## config.mk

```make
export PLATFORM = sky130hd
export DESIGN_NAME = psum_ofifo
export DESIGN_NICKNAME = d
export VERILOG_FILES = /design/src/rtl/psum_ofifo.sv
export SDC_FILE = /design/constraint.sdc
export NUM_CORES = 1
export LEC_CHECK = 0
export CAP_MARGIN = 20
export CORE_UTILIZATION = 41
export DETAILED_ROUTE_END_ITERATION = 16
export PLACE_DENSITY = 0.58
export SYNTH_ARGS = -nofsm -noshare
export SYNTH_HDL_FRONTEND = slang
export SYNTH_SLANG_ARGS = --single-unit
```

## constraint.sdc

```tcl
create_clock -name clk -period 4.3 [get_ports clk]
set_clock_uncertainty 0.2 [all_clocks]
set_input_delay 0.86 -clock clk [delete_from_list [all_inputs] [get_ports clk]]
set_output_delay 0.86 -clock clk [all_outputs]
set_load 0.005 [all_outputs]
```

## src/rtl/psum_ofifo.sv

```systemverilog
// Per-column output FIFO that realigns skewed mac_array column psums by row.
// Rows pop as one aligned word; out is first-word-fall-through.
module psum_ofifo #(
  parameter int psum_bw = 16,
  parameter int col     = 8,
  parameter int depth   = 8
) (
  input  logic                   clk,
  input  logic                   reset,
  input  logic [psum_bw*col-1:0] in,
  input  logic [col-1:0]         wr,
  input  logic                   rd,
  output logic [psum_bw*col-1:0] out,
  output logic                   o_valid,
  output logic                   o_full,
  output logic                   o_ready,
  output logic                   o_overflow
);

  localparam int AW = $clog2(depth);

  logic [psum_bw-1:0] mem_q [col][depth];
  logic [AW:0]        wp_q  [col];
  logic [AW:0]        rp_q  [col];
  logic [AW:0]        wp_d  [col];
  logic [AW:0]        rp_d  [col];
  logic [col-1:0]     full;
  logic [col-1:0]     push;
  logic [col-1:0]     ne_d;
  logic               pop;
  logic               valid_q;
  logic               valid_d;
  logic               ovf_q;
  logic               ovf_d;

  // full/empty are judged on pre-edge pointers; a full lane drops its write
  always_comb begin
    pop = rd & valid_q;
    for (int c = 0; c < col; c++) begin
      full[c] = (wp_q[c][AW] != rp_q[c][AW]) &&
                (wp_q[c][AW-1:0] == rp_q[c][AW-1:0]);
      push[c] = wr[c] & ~full[c];
      wp_d[c] = wp_q[c] + {{AW{1'b0}}, push[c]};
      rp_d[c] = rp_q[c] + {{AW{1'b0}}, pop};
      ne_d[c] = (wp_d[c] != rp_d[c]);
    end
    valid_d = &ne_d;
    ovf_d   = ovf_q | (|(wr & full));
  end

  always_ff @(posedge clk) begin
    if (reset) begin
      for (int c = 0; c < col; c++) begin
        wp_q[c] <= '0;
        rp_q[c] <= '0;
      end
      valid_q <= 1'b0;
      ovf_q   <= 1'b0;
    end else begin
      for (int c = 0; c < col; c++) begin
        wp_q[c] <= wp_d[c];
        rp_q[c] <= rp_d[c];
      end
      valid_q <= valid_d;
      ovf_q   <= ovf_d;
    end
  end

  always_ff @(posedge clk) begin
    for (int c = 0; c < col; c++) begin
      if (push[c] && !reset)
        mem_q[c][wp_q[c][AW-1:0]] <= in[c*psum_bw +: psum_bw];
    end
  end

  always_comb begin
    out = '0;
    for (int c = 0; c < col; c++) begin
      if (valid_q)
        out[c*psum_bw +: psum_bw] = mem_q[c][rp_q[c][AW-1:0]];
    end
  end

  assign o_valid    = valid_q;
  assign o_full     = |full;
  assign o_ready    = ~(|full);
  assign o_overflow = ovf_q;

endmodule

```

Word level (Yosys, flattened, before mapping) --
Memory sizes are Yosys's and may differ from the RTL's. Index checks and enable logic that the tools add are counted.
Word-level totals: register bits after elaboration 2, latch bits 0, bits in writable memories 1088, ROM bits 0, input bits 139, output and inout bits 132, logic and storage cells 232, memories 3
Operators by class: add/sub/neg operators 16, multipliers 0, divide/modulo/power cells 0, $lt $le $gt $ge 24, eq/ne operators 24, shift operators 0, multiplexer cells 83, bitwise gates (word level) 52, reduce and logical (&&, ||, !) cells 28
Memories:
- mem_q | words 8, bits a word 128, read ports 8, clocked after memory_dff 0, write ports 8, RTL line 22 | logic [psum_bw-1:0] mem_q [col][depth];
- rp_q | words 8, bits a word 4, read ports 8, clocked after memory_dff 0, write ports 8, RTL line 24 | logic [AW:0] rp_q [col];
- wp_q | words 8, bits a word 4, read ports 8, clocked after memory_dff 0, write ports 8, RTL line 23 | logic [AW:0] wp_q [col];
Operator list (number):
- $mux 128 | 8
- $mux 16 | 32
- $bmux 16 s3 | 8
- $demux 16 s3 | 8
- $add 4x1->4 | 16
- $ge 4x4->1 const B | 16
- $mux 4 | 16
- $not 3->4 | 16
- $lt 4x1->1 const B | 8
- $ne 4x4->1 | 8
- $eq 3x3->1 | 8
- $logic_and 1x1->1 | 24
- $or 1x1->1 | 17
- $reduce_or 8->1 | 2
- $mux 1 | 11
- $and 1x1->1 | 9
- $not 1->1 | 9
- $and 8x8->8 | 1
- $ne 1x1->1 | 8
- $reduce_and 8->1 | 1
- $logic_not 1->1 | 1

Logic depth before layout (Yosys ltp) --
Gate-level depths: netlist of run 1.
depth in word-level cells 7, gate-level depth with buffers 11, mapped depth without buffers 10

Least setup slack after synthesis of run 1 --
OpenSTA, ideal clock, no wires.
path kind input-to-reg, start in wr[7], end mem mem_q[1][496] in the netlist's numbering, enable pin, setup time 0.413 ns, arrival 2.617 ns, required time 3.687 ns, setup slack 1.070 ns, stages on the path 4, buffers on the path 0, cell sequence nor2b_1 > nor2b_1 > nor2b_1 > nor3b_1
RTL lines:
- start, declared | RTL line 11 | input logic [col-1:0] wr,
- end, declared | RTL line 22

==> results.txt, run 1 <==
* Total Power: 0.02198 W
- The count of buffers added on input and output ports is 270.
- DR pass1 iterations: 5
- Clock root buffer: sky130_fd_sc_hd__clkbuf_16
* Worst setup slack after placement: ~0.62 ns
* CP max stage cell: sky130_fd_sc_hd__dfxtp_1
- Synthesis handed over a netlist of between 2000 and 2500 instances.
- Once the floorplan was initialized, standard cells occupied 41.51% of the core.
* Clock buffer depth: 3
* Library cell with the largest summed area after synthesis: sky130_fd_sc_hd__edfxtp_1
* Number of antenna violations at the first check in global routing: 11
- Global-route wire length before repair: 136800 µm
- Core Rows: ~120
- Max-Slew Margin vs Limit: 31.38%
- Final period util: between 90% and 100%
- Sink count of the clock tree: around 1100
* Max-slew violation count: 0
* Clk pin slew, worst setup/hold paths: about 0.06 ns
* Min Tclk post-route: 4.122 ns
- Detailed routing placed a total of 45870 µm of wire on met2.
* Number of max-cap violations: 0
- Cell Pwr Density: roughly 430 nW/µm²
* Global-route total usage across every layer: 17.06%
- The first routing iteration left 1255 violations.
- The worst setup path is launched from a register.
- The flow ran to the end, and the final reports show no timing, DRC or antenna violations.
- In this run the vertical extent of the chip is about 330 µm.
- Sequential share of the synthesized area: 74.44%
- Final std cells w/o fill: 3908
- Counting flops with a built-in enable in the synthesized netlist gives 1024.
* Dominant synthesized flop cell: sky130_fd_sc_hd__edfxtp_1
* Minimum setup slack in the final design: ~0.18 ns
* Synthesis warning total: 0
- In the routed layout, each cell is associated on average with a via count of 5.193.
- Fraction of layout instances using a drive strength above 1: around 23%
- Number of placed instances with taps included: 3700
- In the final routed layout, each cell accounts on average for 22.93 µm.
- The total overflow left after global routing is 0.
- The setup path with the least slack is of type reg -> out.
- The H-tree was split into 3 levels.
- Area of the die: 106400 µm²
- Clock insertion delay at the later pin of the skew report: 0.69 ns
- For the worst setup path, the data required time is 3.24 ns.
- Final GP Congestion: slightly above 0.7
* Width of the die: 326.2 µm
- Fill cell count: 8291
* Net count of the finished layout: 2605
- Leakage power of the design: 16.16 nW
- Data arrives at the worst endpoint at about 3 ns.
* Yosys cell types: 37
- The routed layout has 20294 vias.
- Top metal layer carrying routed signals: met5
- In this design, the stage delay of the slowest critical-path cell is 0.63 ns.
- Number of primary I/O pins: 271
* Worst-Margin Slew: 1.029 ns
- DRT antenna net count: 0
- Setup violations remaining at the end of the flow were counted as 0.
* Unrepaired setup endpoints after global routing: no
- The core region is 103800 µm².
- Critical path peak fanout: 11
* CTS tree: built
- Buffers & Inverters on Critical Path: 2
- Detailed placement ended at an HPWL of 53910 µm.
* Worst ir drop on vdd: roughly 0.34 mV
- Sum of met3 wire segment lengths after detailed routing: just under 4000 µm
- Summed over all layers, the routed wires come to approximately 90000 µm.
- Share of flip-flops with an asynchronous set or reset after synthesis: 0%
- Once the clock tree was built, the setup fixing pass inserted 0 buffers.
* Hold Crit Class: in -> reg
- Max frequency: 242.6 MHz
- When the netlist entered floorplanning its net count stood at 2231.
* Drt drc: 0
- Met1 wire length: between 30000 and 40000 µm
* Post-Syn Area per Cell: between 20 and 25 µm²
- Total negative slack: 0 ns
- STA classifies the critical path endpoint as an output port.
- The number of global-route vias before repair was around 22000.
* #FFs+latches synth: 1090
- Counting the buffers created by CTS gives 112.
- Largest net degree at the start of global routing: between 40 and 50
- Post-synth top area share: 71.37%
- Category of cells accounting for the largest share of critical-path delay: simple AND/OR/NAND/NOR gates
- After synthesis, the cell types taking the most area are sky130_fd_sc_hd__edfxtp_1, sky130_fd_sc_hd__mux4_2, sky130_fd_sc_hd__dfxtp_1, sky130_fd_sc_hd__mux2i_1, sky130_fd_sc_hd__nor2b_1.
- Register-to-register path setup slack: 1.13 ns
- After synthesis the cells add up to between 40000 and 50000 µm².
- Traced cell by cell, the critical path runs through xor2_1 > nor4_4 > nor4_1 > nand2_1 > inv_1 > clkdlybuf4s50_1.
- Final number of hold-violating endpoints: 0
- Synth-to-layout area growth: 19.77%
## final cells by class
class                           instances  area (µm²)  area share [%]
Antenna cell                            2       5.005        0.009698
Clock buffer                          139        2977           5.768
Clock inverter                         67       583.1           1.130
Inverter                                1       3.754        0.007274
Multi-Input combinational cell        851       10620           20.58
Sequential cell                      1090       32090           62.19
Tap cell                             1380        1727           3.346
Timing Repair Buffer                  378        3596           6.968
## cell usage after synthesis (2+ instances only)
library cell / n
sky130_fd_sc_hd__buf_6: 6
sky130_fd_sc_hd__edfxtp_1: 1024
sky130_fd_sc_hd__xnor2_1: 48
sky130_fd_sc_hd__nor4_1: 4
sky130_fd_sc_hd__buf_4: 3
sky130_fd_sc_hd__nand2_1: 17
sky130_fd_sc_hd__nor3b_1: 23
sky130_fd_sc_hd__nor2b_2: 2
sky130_fd_sc_hd__and3b_1: 16
sky130_fd_sc_hd__buf_1: 11
sky130_fd_sc_hd__and3_1: 8
sky130_fd_sc_hd__nor4_2: 6
sky130_fd_sc_hd__nor4_4: 2
sky130_fd_sc_hd__nor2b_1: 174
sky130_fd_sc_hd__dfxtp_1: 66
sky130_fd_sc_hd__nor3_1: 8
sky130_fd_sc_hd__and2b_1: 2
sky130_fd_sc_hd__buf_2: 53
sky130_fd_sc_hd__xor2_1: 48
sky130_fd_sc_hd__nand4_1: 6
sky130_fd_sc_hd__nand3_1: 16
sky130_fd_sc_hd__nor2b_4: 6
sky130_fd_sc_hd__mux2i_1: 128
sky130_fd_sc_hd__clkbuf_1: 45
sky130_fd_sc_hd__nor2_1: 40
sky130_fd_sc_hd__mux4_2: 256
sky130_fd_sc_hd__ha_1: 32
## power breakdown
part / internal [W] / total [W] / switching, W
clock network: 0.00539 / 0.00936 / 0.00397
logic: 0.000376 / 0.000785 / 0.000409
registers: 0.0118 / 0.0118 / 0.0000772
total: 0.0175 / 0.0220 / 0.00446
## layer usage
layer	global-route usage (%)	up-vias
met4	4.889	16
li1	-	9064
met3	3.227	120
met2	29.15	370
met5	0	-
met1	22.20	10724
## metrics by stage
step / hold slack, ns / utilization [%] / area, µm²
5_1_grt: 0.3740 / 49.72 / 51600
2_1_floorplan: 0.3014 / - / 43090
3_3_place_gp: 0.3458 / 46.27 / 48020
3_5_place_dp: 0.3587 / 46.27 / 48020
4_1_cts: 0.3286 / 49.71 / 51590
6_report: 0.3526 / 49.72 / 51600
## flip-flops by register name, summed over array words and instances (netlist names)
name        count
mem_q        1024
o_valid         1
rp_q           32
wp_q           32
o_overflow      1
## path summary, 6_finish.rpt
path          startpoint  depth (start not counted)     endpoint
max          wp_q[1][10]                          6      o_ready
min reg2reg  wp_q[0][15]                          2  wp_q[0][15]
max reg2reg   wp_q[1][9]                          9      o_valid
min                reset                          2   wp_q[0][0]
## worst register-to-register path, delay by kind of cell (launching register included)
family | cells | cell delay (ns)
and+or+nand+nor | 4 | 1.26
xor gates and xnor gates | 3 | 0.50
DFF | 1 | 0.60
adders and majority gates | 2 | 0.47
## logic make-up (layout without fill, tap and decap cells)
| family | count (synthesis) | in the layout | synth area share, % |
|---|---|---|---|
| flops | 1090 | 1090 | 74.44 |
| mux | 384 | 384 | 16.36 |
| simple gates | 332 | 332 | 4.873 |
| buf+inv | 119 | 585 | 1.321 |
| xor+xnor | 96 | 96 | 1.951 |
| fa+ha+maj | 32 | 32 | 0.9293 |
| compound gates | 7 | 7 | 0.1336 |
| other cells | 0 | 2 | 0 |
## placed cells by master (no fill, tap or decap), types with 5 or more instances in the layout
cell type / Yosys / layout
sky130_fd_sc_hd__and3_1: 8 / 8
sky130_fd_sc_hd__clkbuf_16: 0 / 114
sky130_fd_sc_hd__nor4_2: 6 / 5
sky130_fd_sc_hd__buf_4: 3 / 101
sky130_fd_sc_hd__clkinv_2: 0 / 21
sky130_fd_sc_hd__dfxtp_1: 66 / 57
sky130_fd_sc_hd__edfxtp_1: 1024 / 1024
sky130_fd_sc_hd__clkinv_1: 0 / 24
sky130_fd_sc_hd__nor3_2: 0 / 8
sky130_fd_sc_hd__xor2_1: 48 / 48
sky130_fd_sc_hd__mux4_2: 256 / 256
sky130_fd_sc_hd__dfxtp_2: 0 / 5
sky130_fd_sc_hd__buf_12: 0 / 7
sky130_fd_sc_hd__nor2_1: 40 / 40
sky130_fd_sc_hd__nand3_1: 16 / 16
sky130_fd_sc_hd__nor2b_4: 6 / 6
sky130_fd_sc_hd__clkdlybuf4s50_1: 0 / 269
sky130_fd_sc_hd__bufinv_16: 0 / 8
sky130_fd_sc_hd__nand4_1: 6 / 6
sky130_fd_sc_hd__mux2i_1: 128 / 128
sky130_fd_sc_hd__nor2b_1: 174 / 174
sky130_fd_sc_hd__clkbuf_1: 45 / 22
sky130_fd_sc_hd__and3b_1: 16 / 16
sky130_fd_sc_hd__xnor2_1: 48 / 48
sky130_fd_sc_hd__ha_1: 32 / 32
sky130_fd_sc_hd__nor3b_2: 1 / 22
sky130_fd_sc_hd__nand2_1: 17 / 17
## what timing repair did
action	in CTS	in global routing
resized for setup	1	3
gates cloned	0	0
setup endpoints to repair	1	3
hold buffers	0	0
Power figures use the tool's default switching activity.
==> run 2: changes to the inputs <==
- CAP_MARGIN: 20 -> unset
- CORE_MARGIN: unset -> 5
==> run 2 against run 1 <==
Die area rose by 5.0%. Core utilization fell by 0.63 points. Maximum frequency rose by 1.2%. Total power fell by 1.1%. Sequential cell count did not move. Final cell count rose by 0.33%. Worst hold slack improved by 0.018 ns. Largest cell class unchanged. Largest power group unchanged. Highest routed layer unchanged.
==> results.txt, run 2 (same netlist as run 1, synthesis figures left out) <==
* Number of buffers inserted to repair setup after CTS: 0 (unchanged)
- Worst-Margin Slew: 0.6893 ns (was 1.029 ns)
- Worst ir drop on vdd: 0.3239 mV (was 0.3441 mV)
- Global-route wire length before repair: 138200 µm (was 136800 µm)
- The critical path launch point type is a register (unchanged).
- The headroom to the max-slew limit is 53.67% (was 31.38%).
- The clock sink count came to 1090 (unchanged).
- The overall die area is 111700 µm² (was 106400 µm²).
- Final std cells w/o fill: 3921 (was 3908)
- Post-route cell area: 51450 µm² (was 51600 µm²)
- The final count of hold timing violations was 0 (unchanged).
- The required time at the worst-slack endpoint was 3.24 ns (about the same).
- The total negative slack came to 0 ns (unchanged).
- The area overhead of the layout relative to synthesis was 19.42% (was 19.77%).
- Final period util: 94.70% (was 95.86%)
* Via count normalized by instance count: 5.146 (was 5.193)
- Hold depth: 2 (unchanged)
- DRT antenna net count: 0 (unchanged)
- The total setup violations reported at the end of the flow came to 0 (unchanged).
- The total via count in the routed design came to 20179 (was 20294).
- Run status: completed (unchanged)
- Final Routed Wirelength: 91160 µm (was 89610 µm)
* Top library cells by usage in the layout, fill and taps aside: sky130_fd_sc_hd__edfxtp_1, sky130_fd_sc_hd__clkdlybuf4s50_1, sky130_fd_sc_hd__mux4_2, sky130_fd_sc_hd__nor2b_1, sky130_fd_sc_hd__mux2i_1 (unchanged)
- The highest net fanout along the worst path was 11 (unchanged).
- Clock root buffer: sky130_fd_sc_hd__clkbuf_16 (unchanged)
- The H-tree depth came to 3 (unchanged).
* Fraction of met3 tracks used by global routing: 3.616% (was 3.227%)
- Routed wirelength normalized by instance count: 23.25 µm (was 22.93 µm)
- The die span in x was 334.2 µm (was 326.2 µm).
- Flip-flop count of the largest register after layout: 1024 (unchanged)
* CTS tree: built (unchanged)
- Hold Crit Class: reg -> reg (was in -> reg)
* Clock buffer depth: 3 (unchanged)
- The ratio of total power to cell area came to 422.5 nW/µm² (was 426.0 nW/µm²).
- Worst Setup End Kind: output port (unchanged)
* Core area: 104800 µm² (was 103800 µm²)
- The path depth of the worst reg2reg path is 11 (was 9).
- The number of I/O port buffers was 270 (unchanged).
- The post-DP HPWL was 54780 µm (was 53910 µm).
- The cell count after placement came to 3708 (was 3700).
- Number of antenna violations at the first check in global routing: 12 (was 11)
- Fraction of layout instances using a drive strength above 1: 22.56% (was 23.04%)
* Final GP Congestion: 0.7181 (was 0.7226)
- The leakage power is 16.08 nW (was 16.16 nW).
- Clock insertion delay at the later pin of the skew report: 0.68 ns (was 0.69 ns)
- The routing layer with the top usage in global route is met2 (unchanged).
- Number of buffers created by CTS: 110 (was 112)
- Min Tclk post-route: 4.072 ns (was 4.122 ns)
* Core Rows: 119 (was 118)
* Global-route met1 utilization: 21.05% (was 22.20%)
* Starting utilization of the core area: 41.10% (was 41.51%)
* Register-to-register path setup slack: 1.16 ns (was 1.13 ns)
- The first-pass detailed-route iteration total came to 5 (unchanged).
* Unrepaired setup endpoints after global routing: no (unchanged)
* Max-slew violation count: 0 (unchanged)
- Worst Path Class, Setup: reg -> out (unchanged)
- The number of global-route vias before repair came to 22031 (was 21939).
- The largest net degree at the start of global routing was 36 (was 42).
- The post-detailed-route DRC marker count is 0 (unchanged).
- The most common library cell in the layout ignoring fill and taps was sky130_fd_sc_hd__edfxtp_1 (unchanged).
- Global-route total usage across every layer: 16.31% (was 17.06%)
- The number of max-cap violations is 0 (unchanged).
- The clock-pin slew on the worst setup and hold paths is 0.06 ns (about the same).
- The placed cell area was 47970 µm² (was 48020 µm²).
* Number of primary I/O pins: 271 (unchanged)
- Global Route met2 Usage: 28.03% (was 29.15%)
* Die Height: 334.2 µm (was 326.2 µm)
- The maximum clock rate was 245.6 MHz (was 242.6 MHz).
* Net count of the finished layout: 2600 (was 2605)
* Overall overflow remaining after global route: 0 (unchanged)
* Arrival @ worst endpoint: 3.01 ns (was 3.06 ns)
* Final hold slack: 0.3710 ns (was 0.3526 ns)
- Initial detailed-routing violation count: 1192 (was 1255)
run 2: what timing repair did:
item | in CTS | in global routing
endpoints found under the hold margin | 0 | 0
resized for setup | 0 | 2
hold buffers | 0 | 0
endpoints found under the setup margin | 0 | 3
run 2: path summary, 6_finish.rpt:
check	from	to
worst max-delay path	wp_q[0][9]	o_full
worst min-delay path	rp_q[3][3]	rp_q[3][3]
worst max register to register	wp_q[0][9]	o_valid
worst min register to register	rp_q[3][3]	rp_q[3][3]
run 2: metrics by stage:
step	util, %	setup slack, ns	total power, W
after floorplan	-	1.070	0.01240
after global placement	45.76	0.7886	0.01283
after detailed placement	45.76	0.7980	0.01286
after CTS	49.06	0.02496	0.02207
after global routing	49.07	0.03179	0.02257
final	49.09	0.2281	0.02174
run 2: final cells by class:
| class | count | area, µm² |
|---|---|---|
| clock buffer | 139 | 2914 |
| fill | 8597 | 53370 |
| antenna | 8 | 20.02 |
| clock inverter | 66 | 544.3 |
| timing repair buffer | 375 | 3536 |
| multi-input combinational | 851 | 10610 |
| sequential | 1090 | 32090 |
| tap | 1391 | 1740 |
| inverter | 1 | 3.754 |
run 2: layer usage:
layer	routed length [µm]	up-vias
met4	1934	6
met5	40	-
met1	37850	10609
li1	-	9066
met2	46540	375
met3	4787	123
run 2: critical path, stage by stage, from the launching register on:
cell and delay (ns):
sky130_fd_sc_hd__dfxtp_1 0.55, sky130_fd_sc_hd__xor2_1 0.15, sky130_fd_sc_hd__nor4_2 0.65, sky130_fd_sc_hd__nor4_1 0.12, sky130_fd_sc_hd__nand2_1 0.29, sky130_fd_sc_hd__clkdlybuf4s50_1 0.57
run 2: power breakdown:
group          leakage, nW  internal, W  total [W]  switching, W
combinational         4.60     0.000374   0.000778      0.000404
sequential            9.79       0.0118     0.0118     0.0000769
clock                 1.69      0.00522    0.00912       0.00391
total                 16.1       0.0174     0.0217       0.00439
==> run 3: changes to the inputs <==
- CTS_CLUSTER_SIZE: unset -> 28
==> results of run 3 <==
Final layout, timing and power as in run 2 (identical DEF).
